**src/rtl/dm9000_bus_arbiter.sv**
```systemverilog
// Two-requester arbiter driving the DM9000A host bus: an index phase (CMD=0), then a data phase (CMD=1).
// Define ARB_ROUND_ROBIN_EN for alternating grants on ties; otherwise requester 0 has fixed priority.
module dm9000_bus_arbiter #(
   parameter int unsigned STROBE_CYC = 2,
   parameter int unsigned RECOV_CYC  = 2
) (
   input  logic        CLOCK_50,
   input  logic        RST_N,
   input  logic [1:0]  REQ,
   input  logic [1:0]  WR,
   input  logic [15:0] ADDR,
   input  logic [31:0] WDATA,
   output logic [1:0]  ACK,
   output logic [15:0] RDATA,
   output logic        BUSY,
   output logic        ENET_CMD,
   output logic        ENET_CS_N,
   output logic        ENET_WR_N,
   output logic        ENET_RD_N,
   output logic [15:0] ENET_DATA_O,
   output logic        ENET_DATA_OE,
   input  logic [15:0] ENET_DATA_I
);
   localparam logic [2:0] S_IDLE    = 3'd0;
   localparam logic [2:0] S_IDX_STB = 3'd1;
   localparam logic [2:0] S_IDX_REC = 3'd2;
   localparam logic [2:0] S_DAT_STB = 3'd3;
   localparam logic [2:0] S_DAT_REC = 3'd4;
   localparam logic [2:0] S_ACK     = 3'd5;

   localparam logic [3:0] STB_LOAD = 4'(STROBE_CYC - 1);
   localparam logic [3:0] REC_LOAD = 4'(RECOV_CYC - 1);

   logic [2:0]  state_q, state_d;
   logic [3:0]  cnt_q, cnt_d;
   logic        gnt_q, gnt_d;
   logic        wr_q, wr_d;
   logic [7:0]  addr_q, addr_d;
   logic [15:0] wdata_q, wdata_d;
   logic [7:0]  idx_q, idx_d;
   logic        idx_vld_q, idx_vld_d;
   logic [15:0] rdata_q, rdata_d;
   logic [1:0]  ack_q, ack_d;
   logic        busy_q, busy_d;
   logic        cmd_q, cmd_d, cs_n_q, cs_n_d, wr_n_q, wr_n_d, rd_n_q, rd_n_d, oe_q, oe_d;
   logic [15:0] dout_q, dout_d;
   logic        pick_s;

`ifdef ARB_ROUND_ROBIN_EN
   logic last_q, last_d;

   // Ties go to the requester not granted last; the pointer resets to 1 so requester 0 wins first.
   always_comb begin
      if (REQ == 2'b11) begin
         pick_s = ~last_q;
      end else begin
         pick_s = REQ[1];
      end
      if ((state_q == S_IDLE) && (REQ != 2'b00)) begin
         last_d = pick_s;
      end else begin
         last_d = last_q;
      end
   end

   // Last-grant pointer register.
   always_ff @(posedge CLOCK_50 or negedge RST_N) begin
      if (!RST_N) begin
         last_q <= 1'b1;
      end else begin
         last_q <= last_d;
      end
   end
`else
   // Fixed priority: requester 0 whenever it asks.
   always_comb begin
      pick_s = ~REQ[0];
   end
`endif

   // Sequencer: grant/latch in IDLE, walk the phases, maintain the index cache and read data.
   always_comb begin
      state_d   = state_q;
      cnt_d     = (cnt_q != 4'd0) ? (cnt_q - 4'd1) : 4'd0;
      gnt_d     = gnt_q;
      wr_d      = wr_q;
      addr_d    = addr_q;
      wdata_d   = wdata_q;
      idx_d     = idx_q;
      idx_vld_d = idx_vld_q;
      rdata_d   = rdata_q;
      case (state_q)
         S_IDLE: begin
            if (REQ != 2'b00) begin
               gnt_d   = pick_s;
               wr_d    = WR[pick_s];
               addr_d  = pick_s ? ADDR[15:8] : ADDR[7:0];
               wdata_d = pick_s ? WDATA[31:16] : WDATA[15:0];
               cnt_d   = STB_LOAD;
               if (idx_vld_q && (addr_d == idx_q)) begin
                  state_d = S_DAT_STB;
               end else begin
                  state_d = S_IDX_STB;
               end
            end else begin
               state_d = S_IDLE;
            end
         end
         S_IDX_STB: begin
            if (cnt_q == 4'd0) begin
               state_d   = S_IDX_REC;
               cnt_d     = REC_LOAD;
               idx_d     = addr_q;
               idx_vld_d = 1'b1;
            end else begin
               state_d = S_IDX_STB;
            end
         end
         S_IDX_REC: begin
            if (cnt_q == 4'd0) begin
               state_d = S_DAT_STB;
               cnt_d   = STB_LOAD;
            end else begin
               state_d = S_IDX_REC;
            end
         end
         S_DAT_STB: begin
            if (cnt_q == 4'd0) begin
               state_d = S_DAT_REC;
               cnt_d   = REC_LOAD;
               if (!wr_q) begin
                  rdata_d = ENET_DATA_I;
               end else begin
                  rdata_d = rdata_q;
               end
            end else begin
               state_d = S_DAT_STB;
            end
         end
         S_DAT_REC: begin
            if (cnt_q == 4'd0) begin
               state_d = S_ACK;
               cnt_d   = 4'd0;
            end else begin
               state_d = S_DAT_REC;
            end
         end
         S_ACK: begin
            state_d = S_IDLE;
         end
         default: begin
            state_d = S_IDLE;
         end
      endcase
   end

   // Bus pins are decoded from the next state so the registered outputs line up with the state register.
   always_comb begin
      cmd_d  = 1'b0;
      cs_n_d = 1'b1;
      wr_n_d = 1'b1;
      rd_n_d = 1'b1;
      oe_d   = 1'b0;
      dout_d = 16'h0000;
      ack_d  = 2'b00;
      busy_d = (state_d != S_IDLE);
      case (state_d)
         S_IDX_STB: begin
            cs_n_d = 1'b0;
            wr_n_d = 1'b0;
            oe_d   = 1'b1;
            dout_d = {8'h00, addr_d};
         end
         S_DAT_STB: begin
            cs_n_d = 1'b0;
            cmd_d  = 1'b1;
            if (wr_d) begin
               wr_n_d = 1'b0;
               oe_d   = 1'b1;
               dout_d = wdata_d;
            end else begin
               rd_n_d = 1'b0;
            end
         end
         S_ACK: begin
            ack_d = gnt_d ? 2'b10 : 2'b01;
         end
         default: begin
            ack_d = 2'b00;
         end
      endcase
   end

   // State, latched request fields, cache and output registers.
   always_ff @(posedge CLOCK_50 or negedge RST_N) begin
      if (!RST_N) begin
         state_q   <= S_IDLE;
         cnt_q     <= 4'd0;
         gnt_q     <= 1'b0;
         wr_q      <= 1'b0;
         addr_q    <= 8'h00;
         wdata_q   <= 16'h0000;
         idx_q     <= 8'h00;
         idx_vld_q <= 1'b0;
         rdata_q   <= 16'h0000;
         ack_q     <= 2'b00;
         busy_q    <= 1'b0;
         cmd_q     <= 1'b0;
         cs_n_q    <= 1'b1;
         wr_n_q    <= 1'b1;
         rd_n_q    <= 1'b1;
         oe_q      <= 1'b0;
         dout_q    <= 16'h0000;
      end else begin
         state_q   <= state_d;
         cnt_q     <= cnt_d;
         gnt_q     <= gnt_d;
         wr_q      <= wr_d;
         addr_q    <= addr_d;
         wdata_q   <= wdata_d;
         idx_q     <= idx_d;
         idx_vld_q <= idx_vld_d;
         rdata_q   <= rdata_d;
         ack_q     <= ack_d;
         busy_q    <= busy_d;
         cmd_q     <= cmd_d;
         cs_n_q    <= cs_n_d;
         wr_n_q    <= wr_n_d;
         rd_n_q    <= rd_n_d;
         oe_q      <= oe_d;
         dout_q    <= dout_d;
      end
   end

   assign ACK          = ack_q;
   assign RDATA        = rdata_q;
   assign BUSY         = busy_q;
   assign ENET_CMD     = cmd_q;
   assign ENET_CS_N    = cs_n_q;
   assign ENET_WR_N    = wr_n_q;
   assign ENET_RD_N    = rd_n_q;
   assign ENET_DATA_O  = dout_q;
   assign ENET_DATA_OE = oe_q;
endmodule

```
**config.mk**
```make
export PLATFORM = sky130hd
export DESIGN_NAME = dm9000_bus_arbiter
export DESIGN_NICKNAME = d
export VERILOG_FILES = /design/src/rtl/dm9000_bus_arbiter.sv
export SDC_FILE = /design/constraint.sdc
export NUM_CORES = 1
export LEC_CHECK = 0
export ABC_AREA = 1
export CAP_MARGIN = 20
export CORE_MARGIN = 8
export CORE_UTILIZATION = 60
export CTS_BUF_LIST = sky130_fd_sc_hd__clkbuf_16
export DETAILED_ROUTE_END_ITERATION = 8
export DONT_BUFFER_PORTS = 1
export GPL_ROUTABILITY_DRIVEN = 0
export PLACE_DENSITY_LB_ADDON = 0.1
export RECOVER_POWER = 50
export SYNTH_ARGS = -nofsm -noshare
export SYNTH_HDL_FRONTEND = slang
export SYNTH_SLANG_ARGS = --single-unit
```
**constraint.sdc**
```tcl
create_clock -name CLOCK_50 -period 2 [get_ports CLOCK_50]
set_clock_uncertainty 0.1 [all_clocks]
set_input_delay 0.4 -clock CLOCK_50 [delete_from_list [all_inputs] [get_ports CLOCK_50]]
set_output_delay 0.4 -clock CLOCK_50 [all_outputs]
set_load 0.03 [all_outputs]
```
Word-level counts from Yosys, hierarchy flattened
Cells that the tools add are included.
- register bits after elaboration: 82
- word-level logic and storage cells: 74
- input bits: 70
- output and inout bits: 40
- add/sub/neg operators: 1
- $lt $le $gt $ge: 1
- mux-type cells: 35
- reduce and logical (&&, ||, !) cells: 10
- bitwise gates (word level): 2
- eq/ne operators: 8
- operator list (operator ; number):
    2-to-1 mux 16 bit ; 4
    case mux 16 bit (2 select lines) ; 1
    2-to-1 mux 8 bit ; 3
    2-to-1 mux 4 bit ; 4
    case mux 3 bit (5 select lines) ; 1
    2-to-1 mux 1 bit ; 13
    case mux 4 bit (3 select lines) ; 1
    equality test 3 x 2 -> 1 bit (second input constant) ; 3
    equality test 8 bit ; 1
    2-to-1 mux 2 bit ; 4
    equality test 3 x 1 -> 1 bit (second input constant) ; 2
    equality test 3 bit (second input constant) ; 2
    2-to-1 mux 3 bit ; 2
    zero test 4 bit ; 1
    case mux 1 bit (2 select lines) ; 2
    nonzero test 4 bit ; 1
    subtractor 4 x 1 -> 4 bit (second input constant) ; 1
    zero test 3 bit ; 1
    AND reduction 3 bit ; 1
    nonzero test 3 bit ; 1
    OR reduction 3 bit ; 1
    less-than comparator 1 x 2 -> 1 bit (second input constant) ; 1
    NOT 1 bit ; 2
    AND reduction 2 bit ; 1
    3 further kinds ; 3

Longest topological paths before layout
- depth after elaboration: 9
- mapped depth: 12
- depth with buffers taken out: 12

Worst setup path after synthesis
Ideal clock, no wire load.
- kind: flip-flop to flip-flop
- start: reg cnt_q[0]
- end: reg rdata_q[0] (netlist: RDATA[0])
- buffers on the path: 1
- stages on the path, launching flop included: 7
- arrival time: 1.588 ns
- path slack: 0.187 ns
- path through: dfrtp_1 -> inv_1 -> ha_1 -> nand3_2 -> nor3_4 -> buf_4 -> mux2_2
- cells in the longest elaborated chain, start to end: 2
- ends and longest elaborated chain (item ; RTL line ; RTL):
    from (decl) ; 35 ; logic [3:0] cnt_q, cnt_d;
    from (signal assigned) ; 216 ; cnt_q <= cnt_d;
    zero test 4 bit ; 128 ; if (cnt_q == 4'd0) begin
    AND reduction 3 bit (no source line) ; -- ;
    to (signal assigned) ; 223 ; rdata_q <= rdata_d;
    to (decl) ; 42 ; logic [15:0] rdata_q, rdata_d;
Every way passes these cells.
A chain may end at the register's enable or synchronous reset.

Worst setup path after layout
- start: reg state_q[0]
- end: reg dout_q[5] (netlist: ENET_DATA_O[5])
- cells in the longest elaborated chain, start to end: 4
- elaborated cells on any way between the ends: 13
- ends and longest elaborated chain (item ; RTL line ; RTL):
    from (decl) ; 34 ; logic [2:0] state_q, state_d;
    from (signal assigned) ; 215 ; state_q <= state_d;
    equality test 3 bit, or another cell as far along ; 92 ; case (state_q)
    case mux 3 bit (5 select lines), or another cell as far along ; 92 ;
    equality test 3 x 2 -> 1 bit, or another cell as far along ; 167 ; case (state_d)
    case mux 16 bit (2 select lines) * ; 167 ;
    via dout_d[5] ; 46 ; logic [15:0] dout_q, dout_d;
    to (signal assigned) ; 231 ; dout_q <= dout_d;
    to (decl) ; 46 ;
The timed path passes the listed nets; every way through them passes the cells marked *.

==> results by group <==
Place
  • Post-Place Setup Slack: -0.137 ns
  • Placed inst area: 0.00390 mm²
  • Dpl cells: 512
  • # port buffers: 0
  • Post-DP HPWL: 6.20 mm

Critical path
  • Crit-path slowest cell: dfrtp_1
  • Crit path max-delay family: simple AND/OR/NAND/NOR gates
  • Critical Path Max Stage Delay: 0.41 ns
  • Worst path arrival time: 2.02 ns
  • CP endpoint kind: flip-flop
  • Critical Path Fanout Max: 10
  • CP Launch Type: flip-flop
  • Setup CP Type: flip-flop to flip-flop
  • CP required: 2.10 ns
  • Worst path cell trace: nor2_4, nand2_4, nor2_4, buf_4, buf_6, or2_2, o21ai_4, buf_6, nor2_1, nand3_1, o21ai_0
  • CP Buf/Inv Count: 3

STA
  • Min cycle time layout: 1.91 ns
  • Worst-Margin Slew: 0.342 ns
  • Setup violators final: 0
  • Slew Limit Headroom: 0.770
  • Slew Limit Fails: 0
  • Tcrit/Tclk final: 0.957
  • Final Hold Vio Count: 82
  • Max Clk Rate: 522 MHz
  • Setup TNS: 0 ns
  • Hold WS: -0.336 ns
  • Worst setup margin: 0.0856 ns

Final layout
  • Layout Cells excl Fill: 536
  • Final Util: 0.699
  • Register area: 0.00206 mm²
  • Layout area overhead: 14.4%
  • Layout cells sized above 1: 0.192
  • Fillers: 486
  • Area of the multi-input gates: 0.00145 mm²
  • Antenna Cells: 0
  • Fin area: 0.00436 mm²
  • Nets: 526

Clocking
  • Clock Latency Late Sink: 0.33 ns
  • Clock transition at path regs: 0.06 ns
  • CTS tree: built
  • Clock root buffer: clkbuf_16
  • Clock sink total: 82
  • H-tree Lvls: 3
  • Num CTS Buffers: 9
  • CTS max path bufs: 2

Power
  • Worst vdd ir: 1130 µV
  • Power density cells: 1810 mW/mm²
  • Static leakage: 2.28 nW
  • Total design power: 7.89 mW

Outcome
  • Run status: finished, violations left
  • Failing checks: hold timing

Min path
  • Worst hold path class: input pin to async pin

Floorplanning
  • Starting Density: 0.610
  • Die W: 95.7 µm
  • Die height: 95.7 µm
  • IO Count: 110
  • Core Area: 0.00624 mm²
  • Die Footprint: 0.00916 mm²
  • # rows: 29

Synth
  • Yosys top cell area share: 0.519
  • Synth Area per Inst: 8.66 µm²
  • Post-synthesis cell type count: 32
  • Ys Warns: 0
  • Seq cells post-synth: 82
  • Syn Nets: 512
  • Area leader, netlist: dfrtp_1
  • Post-Syn Instances: 440
  • Seq/Total Area, Yosys: 0.540
  • Largest cells by area after synthesis: dfrtp_1 52%, nand2_1 11%, inv_1 6.3%
  • Cell area after synthesis: 0.00381 mm²

Detailed routing
  • WL per Instance: 16.2 µm
  • DRC viols: 0
  • Antenna Nets Post-Route: 0
  • Vias: 2816
  • Vias/cell: 5.25
  • DR pass1 iterations: 4
  • Initial DRC Count: 111
  • Post-Route WL: 8.66 mm

Global routing
  • Vias in the first global route: 2718
  • Global-route wire length before repair: 13.3 mm
  • Grt total ovfl: 0
  • Largest net degree at the start of global routing: 83
  • Initial antenna violation count: 0
  • All-Layer GR Usage: 0.190

Run
  • Max Cap Violations: 0
==> routing by layer <==
metal / part of all wire / GRT usage
met1: 0.41 / 0.237
met2: 0.50 / 0.305
met3: 0.073 / 0.0496
met4: 0.017 / 0.0858
met5: 0 / 0
==> placed cells by master, fill, tap and decap left out, types with 3 or more instances in the layout <==
| cell type | count |
|---|---|
| nand2_1 | 110 |
| nand3_1 | 23 |
| dfrtp_1 | 79 |
| o31ai_2 | 6 |
| o21ai_0 | 36 |
| inv_1 | 65 |
| mux2_2 | 16 |
| inv_2 | 3 |
| clkbuf_16 | 9 |
| or2_2 | 9 |
| nor3_1 | 3 |
| nand2_4 | 4 |
| buf_4 | 16 |
| nor2_1 | 42 |
| dfstp_2 | 3 |
==> worst paths after layout <==
kind / slack, ns / depth (start not counted) / startpoint / to
min: -0.34 / 0 / RST_N / addr_q[6]
min in group CLOCK_50: 0.12 / 1 / ENET_DATA_I[1] / RDATA[1]
max: 0.09 / 11 / state_q[0] / ENET_DATA_O[5]
max reg2reg: 0.09 / 11 / state_q[0] / ENET_DATA_O[5]
max in group asynchronous: 1.94 / 0 / RST_N / ENET_RD_N
min reg2reg: 0.37 / 2 / idx_vld_q / idx_vld_q
==> repair_timing <==
action,in CTS,in global routing
endpoints found under the setup margin,18,18
resized for setup,1,20
cloned,0,0
pin swaps,2,7
endpoints found under the hold margin,82,82
buffers inserted,2,6
==> cells in the mapped netlist, drive strengths merged <==
cell,n
nand4,2
or2,9
buf,13
clkinv,1
clkbuf,3
dfstp,3
inv,69
dfrtp,79
o31ai,8
nand3,26
ha,2
nor2,46
a31oi,2
a21oi,1
o21ai,39
mux2,16
nor4,2
nor3,4
xnor2,1
nand2,114
==> power by group <==
part / internal (mW) / total [mW] / leakage (nW) / switching [mW]
registers: 2.41 / 3.39 / 1.01 / 0.982
clock network: 1.09 / 1.74 / 0.157 / 0.649
logic: 1.11 / 2.76 / 1.11 / 1.65
==> sequential cells by signal, summed over array words and instances (netlist names), 2 cells and up <==
| register | flops |
|---|---|
| ENET_DATA_O | 16 |
| RDATA | 16 |
| wdata_q | 16 |
| addr_q | 8 |
| idx_q | 8 |
| cnt_q | 4 |
| state_q | 3 |
| ACK | 2 |
==> final cells by class <==
cell class              instances  share of cell area
well taps                      77              0.0221
multi-input cells             272               0.332
inverters                      70              0.0640
clock inverters                 7              0.0215
repair buffers                 19              0.0373
clock buffers                   9              0.0516
flip-flops and latches         82               0.471
==> kinds of logic (layout without fill, tap and decap cells) <==
group	Yosys count	count (layout)	share of synthesized area
xor gates and xnor gates	1	1	0.00230
buffers and inverters	86	105	0.0962
DFF	82	82	0.540
muxes	16	16	0.0473
and+or+nand+nor	203	203	0.232
adders and majority gates	2	2	0.00657
AOI/OAI and AO/OA	50	50	0.0762
==> worst reg2reg max path: cells and delay by family (launching register included) <==
kind	cells	cell delay (ns)
and+or+nand+nor	6	0.65
buffers and inverters	3	0.45
DFF	1	0.41
AOI/OAI and AO/OA	2	0.19
Power figures use the tool's default switching activity.
==> variant 1: new RTL, config.mk and constraints unchanged <==
Build with the macro `ARB_ROUND_ROBIN_EN` defined.
--- a/src/rtl/dm9000_bus_arbiter.sv
+++ b/src/rtl/dm9000_bus_arbiter.sv
@@ -2,2 +2,4 @@
 // Define ARB_ROUND_ROBIN_EN for alternating grants on ties; otherwise requester 0 has fixed priority.
+`define ARB_ROUND_ROBIN_EN
+
 module dm9000_bus_arbiter #(
Function: same outputs for any inputs over 10 cycles, from zero or initial values and one cycle with RST_N low; that may be too few to reach the edited logic, so the function may still have changed.
==> variant 1 against the original RTL <==
  * The flow finishes with violations (hold timing, setup timing)
  * Routed wire length grew 1.7%
  * Setup slack lost 230 ps
  * Sequential cell count grew 1
  * Utilization grew 1.2 points
  * Synthesized area grew 0.53%
  * Power shrank 0.41%
  * First-iteration DRC count shrank 2.7%
  * Cell area grew 2.3%
  * Clock power shrank 8%
  * Sequential power is essentially flat
  * Critical path type unchanged
==> variant 1: results (changes against the original RTL) <==
Routing
  – Wire per inst: 16.7 um (+3.2%)
  – DRT iter0 DRCs: 108 (-2.7%)
  – M1 WL: 3640 um (+2.3%)
  – Max Used Layer: met4
  – Total number of vias: 2,825 (+0.32%)
  – First-pass DRT Iterations: 4 (unchanged)
  – Wire length on met3: 650 um (+3.3%)
  – Met2 WL post-DR: 4400 um (+1.7%)

Flow run
  – Max_cap viols: 0 (unchanged)

STA
  – Measured slew at the worst slew-check pin: 450 ps (+108 ps)
  – Hold slack: -340 ps (-3.39 ps)
  – Final worst slack: -144 ps (-229 ps)
  – Setup TNS Final: -1630 ps (-1630 ps)
  – Hold Vio Cnt, Final: 83 (+1.2%)
  – Final setup fails: 20 (+20)

GRT
  – Largest net degree at the start of global routing: 84 (+1.2%)
  – First-pass GRT wire length: 13,600 um (+2.1%)
  – Global Route Usage Sum: 0.191 (+0.000293)
  – Number of global-route vias before repair: 2,876 (+5.8%)
  – Initial antenna violation count: 0 (unchanged)

Pwr
  – Internal power: 4.58 mW (-0.62%)
  – LEAKAGE: 2.19 nW (-3.6%)
  – Max IR drop VDD: 1.15 mV (+2.4%)

Yosys
  – Sequential share of the synthesized area: 0.544 (+0.00404)
  – Net count after synthesis: 499 (-2.5%)
  – Synth cell count leaders: 103 x nand2_1, 79 x dfrtp_1, 43 x inv_1
  – Post-synth ARST share: 1.00 (unchanged)
  – Total number of yosys warnings: 0 (unchanged)
  – Top cells by area, synth: dfrtp_1 52%, nand2_1 10%, o21ai_0 4.4%
  – Synth unique cells: 36 (+13%)

Worst setup path
  – Worst path arrival time: 2310 ps (+290 ps)
  – Worst path max stage delay: 550 ps (+140 ps)
  – Critical Path Slowest Stage Cell: dfstp_2
  – Crit Path Max Fanout: 8 (-2)

Placed design
  – Post-DP HPWL: 6120 um (-1.2%)
  – Port Buffers: 0 (unchanged)
  – Placed inst area: 0.00398 mm^2 (+2.2%)

Layout
  – N_diodes: 0 (unchanged)
  – Layout net count: 518 (-1.5%)
  – Share of layout cells above drive strength 1: 0.242 (+0.0500)

Clocking
  – TritonCTS Buffers: 9 (unchanged)
  – H-tree depth: 3 (unchanged)
  – Root buffer cell: clkbuf_16
  – Clk_lat worst skew: 330 ps (about the same)

Status
  – Failing checks: hold timing, setup timing
  – Status: complete, but fails checks
[variant 1: changes by cell type after synthesis, sizes merged, moves of 4 or more]
| cell | change |
|---|---|
| nand4 | +6 |
| nand2 | -4 |
| and2 | +9 |
| nor2 | -7 |
| nand3 | +8 |
| o21ai | -5 |
| inv | -20 |
| nand3b | +4 |
| a21oi | +4 |
| o31ai | -8 |
[variant 1: cell families after synthesis]
| family | Yosys count | share of synthesized area |
|---|---|---|
| flops | 83 | 0.544 |
| buf+inv | 66 | 0.0771 |
| simple gates | 216 | 0.263 |
| xor+xnor | 2 | 0.00457 |
| mux | 16 | 0.0470 |
| compound gates | 42 | 0.0578 |
| fa+ha+maj | 2 | 0.00653 |
[variant 1: timing repair]
item,4_1_cts,5_1_grt
setup endpoints to repair,10,21
endpoints found under the hold margin,83,83
gates cloned,0,1
pin swaps,1,22
gates resized for setup,4,33
buffers inserted,0,6
[variant 1: routing by layer]
layer  track usage  up-vias
met5             0        -
met1         0.237     1343
met2         0.305       82
met4        0.0691        0
li1              -     1392
met3        0.0624        8
[variant 1: critical path, delay by kind of cell, from the launching register on]
kind                   cells  cell delay [ps]
flip-flops                 1              550
buffers and inverters      2              310
AND/OR/NAND/NOR           12             1120
[variant 1: path summary, 6_finish.rpt]
| kind | cells after the start | startpoint | slack (ps) | to |
|---|---|---|---|---|
| setup / recovery | 14 | last_q | -140 | ENET_DATA_O[5] |
| hold / removal | 0 | RST_N | -340 | wdata_q[11] |
| setup reg to reg | 14 | last_q | -140 | ENET_DATA_O[5] |
| hold reg to reg | 2 | idx_vld_q | 360 | idx_vld_q |
| max in group asynchronous | 0 | RST_N | 1920 | ENET_CS_N |
| min in group CLOCK_50 | 1 | ENET_DATA_I[0] | 100 | RDATA[0] |
[variant 1: area by class of cell]
type | instances | area (um^2)
inverter | 49 | 186
clock inverter | 7 | 70.1
timing repair buffer | 25 | 245
fill | 469 | 1820
tap | 77 | 96.3
multi-input combinational | 278 | 1550
clock buffer | 9 | 225
sequential | 83 | 2080
[variant 1: power by group through the flow]
stage	Sequential (mW)	Clock [mW]	Combinational [mW]
2_1_floorplan	3.29	0	1.95
3_3_place_gp	3.40	0	2.47
3_5_place_dp	3.42	0	2.54
4_1_cts	3.40	1.62	2.59
5_1_grt	3.47	1.70	3.22
6_report	3.39	1.60	2.87
[variant 1: through the flow]
stage / power, mW / util / setup slack [ps] / hold WS, ps / cells
after floorplan: 5.24 / - / 162 / 4.41 / 427
after global placement: 5.87 / 0.634 / 60.4 / 6.26 / 506
after detailed placement: 5.96 / 0.634 / -21.0 / 6.08 / 506
after CTS: 7.62 / 0.684 / -12.4 / -347 / 522
after global routing: 8.39 / 0.710 / -278 / -354 / 528
final: 7.86 / 0.710 / -144 / -340 / 528
==> variant 2: new RTL, config.mk and constraints unchanged <==
Without the edit above. `rdata_q` no longer has a reset.
--- a/src/rtl/dm9000_bus_arbiter.sv
+++ b/src/rtl/dm9000_bus_arbiter.sv
@@ -204,3 +204,2 @@
          idx_vld_q <= 1'b0;
-         rdata_q   <= 16'h0000;
          ack_q     <= 2'b00;
@@ -222,3 +221,2 @@
          idx_vld_q <= idx_vld_d;
-         rdata_q   <= rdata_d;
          ack_q     <= ack_d;
@@ -232,2 +230,6 @@
       end
+   end
+
+   always_ff @(posedge CLOCK_50) begin
+      rdata_q <= rdata_d;
    end
Behaviour: differs if RST_N is asserted again (counterexample within 10 cycles, from zero or initial values and one cycle with RST_N low); with RST_N held inactive, the same outputs for 10 cycles.
==> variant 2 against the original RTL <==
  * Global-route usage is 0.57 points higher
  * Power decreased by 8.8%
  * Largest cell class unchanged
  * Sequential power fell by 11%
  * Setup slack lost 14 ps
  * Sequential share of layout area up 4.4 points
  * First-iteration DRC count decreased by 18%
  * Routed wire length fell by 2.1%
  * Synthesized area decreased by 2.9%
  * Fmax down 0.70%
  * The run still ends with hold timing left
  * Cell area shrank 4.9%
  * Critical path type unchanged
  * Sequential cell count unchanged
==> variant 2: results (changes against the original RTL) <==
Pwr
  – Switch share: 0.412 (-0.00382)
  – LEAKAGE: 2.07 nW (-9.1%)
  – Max IR drop VDD: 0.950 mV (-16%)

Yosys
  – Synth cell count leaders: 111 x nand2_1, 63 x dfrtp_1, 63 x inv_1
  – Post-synth ARST share: 0.805 (-0.195)
  – Sequential share of the synthesized area: 0.577 (+0.0379)
  – Number of synthesized flops with an enable pin: 16 (+16)
  – Mapped Cells: 422 (-4.1%)
  – Net count after synthesis: 494 (-3.5%)
  – Synth unique cells: 31 (-3.1%)

Placed design
  – Placed inst area: 0.00380 mm^2 (-2.5%)
  – Post-DP HPWL: 6190 um (-0.18%)

Routing
  – DRT Wirelength: 8480 um (-2.1%)
  – DRT iter0 DRCs: 91 (-18%)
  – Vias per std cell: 5.32 (+1.4%)
  – Wire per inst: 16.6 um (+2.7%)

Layout
  – Share of layout cells above drive strength 1: 0.142 (-0.0495)
  – Area grow syn2layout: 12.1%
  – Layout fillers: 477 (-1.9%)

Status
  – Status: complete, but fails checks
  – Failing checks: hold timing

GRT
  – Number of global-route vias before repair: 2,742 (+0.88%)
  – First-pass GRT wire length: 13,500 um (+1.6%)
  – Global Route Usage Sum: 0.196 (+0.00574)

STA
  – Hold slack: -336 ps (-0.0600 ps)
  – Hold Vio Cnt, Final: 66 (-20%)
  – Max-slew headroom: 0.771 (+0.000783)

Worst setup path
  – Crit Path Max Fanout: 9 (-1)
## variant 2: cell count changes in the layout (fill, tap and decap cells not counted), moves of 4 or more
cell	unedited run	this run
nand2_2	0	4
mux2_2	16	0
o21ai_0	36	31
edfxtp_1	0	16
nand2_4	4	0
o21ai_1	2	6
dfrtp_1	79	63
## variant 2: worst paths after layout
kind	from	to	slack [ps]	cells past startpoint
max	cnt_q[0]	ENET_DATA_O[4]	70	10
min	RST_N	idx_q[2]	-340	0
max reg2reg	cnt_q[0]	ENET_DATA_O[4]	70	10
min reg2reg	idx_vld_q	idx_vld_q	370	2
max in group asynchronous	RST_N	ENET_CS_N	1970	0
min in group CLOCK_50	ENET_DATA_I[8]	RDATA[8]	60	0
## variant 2: layout make-up
| class | count | share of cell area |
|---|---|---|
| flip-flops and latches | 82 | 0.515 |
| multi-input cells | 258 | 0.302 |
| inverters | 67 | 0.0622 |
| clock buffers | 9 | 0.0543 |
| repair buffers | 13 | 0.0235 |
| well taps | 75 | 0.0226 |
| clock inverters | 7 | 0.0199 |
## variant 2: repair_timing
action,4_1_cts,5_1_grt
hold endpoints to repair,66,66
gates resized for setup,0,8
buffers inserted,0,1
endpoints found under the setup margin,0,18
## variant 2: routing by layer
layer	GRT usage	share of wire
met4	0.0871	0.017
met5	0	0
met2	0.320	0.50
met3	0.0659	0.077
met1	0.231	0.41
## variant 2: logic make-up (layout without fill, tap and decap cells)
family,count (synthesis),count (layout),synth area share
buffers and inverters,82,96,0.0940
DFF,82,82,0.577
and+or+nand+nor,205,205,0.235
AOI/OAI and AO/OA,50,50,0.0846
adders and majority gates,2,2,0.00676
xor gates and xnor gates,1,1,0.00237
## variant 2: power by group through the flow
stage	logic [mW]	registers [mW]	clock network, mW
2_1_floorplan	1.84	2.93	0
3_3_place_gp	2.26	3.02	0
3_5_place_dp	2.33	3.04	0
4_1_cts	2.37	3.02	1.70
5_1_grt	2.83	3.07	1.78
6_report	2.51	3.01	1.67
## variant 2: critical path: stages (launching register included)
cell and delay [ps]:
dfrtp_1 340, inv_1 70, ha_1 220, nand2_1 130, inv_4 70, nand2_1 70, nand3_1 130, o21ai_4 250
nand4_1 120, buf_4 180, o21ai_0 150
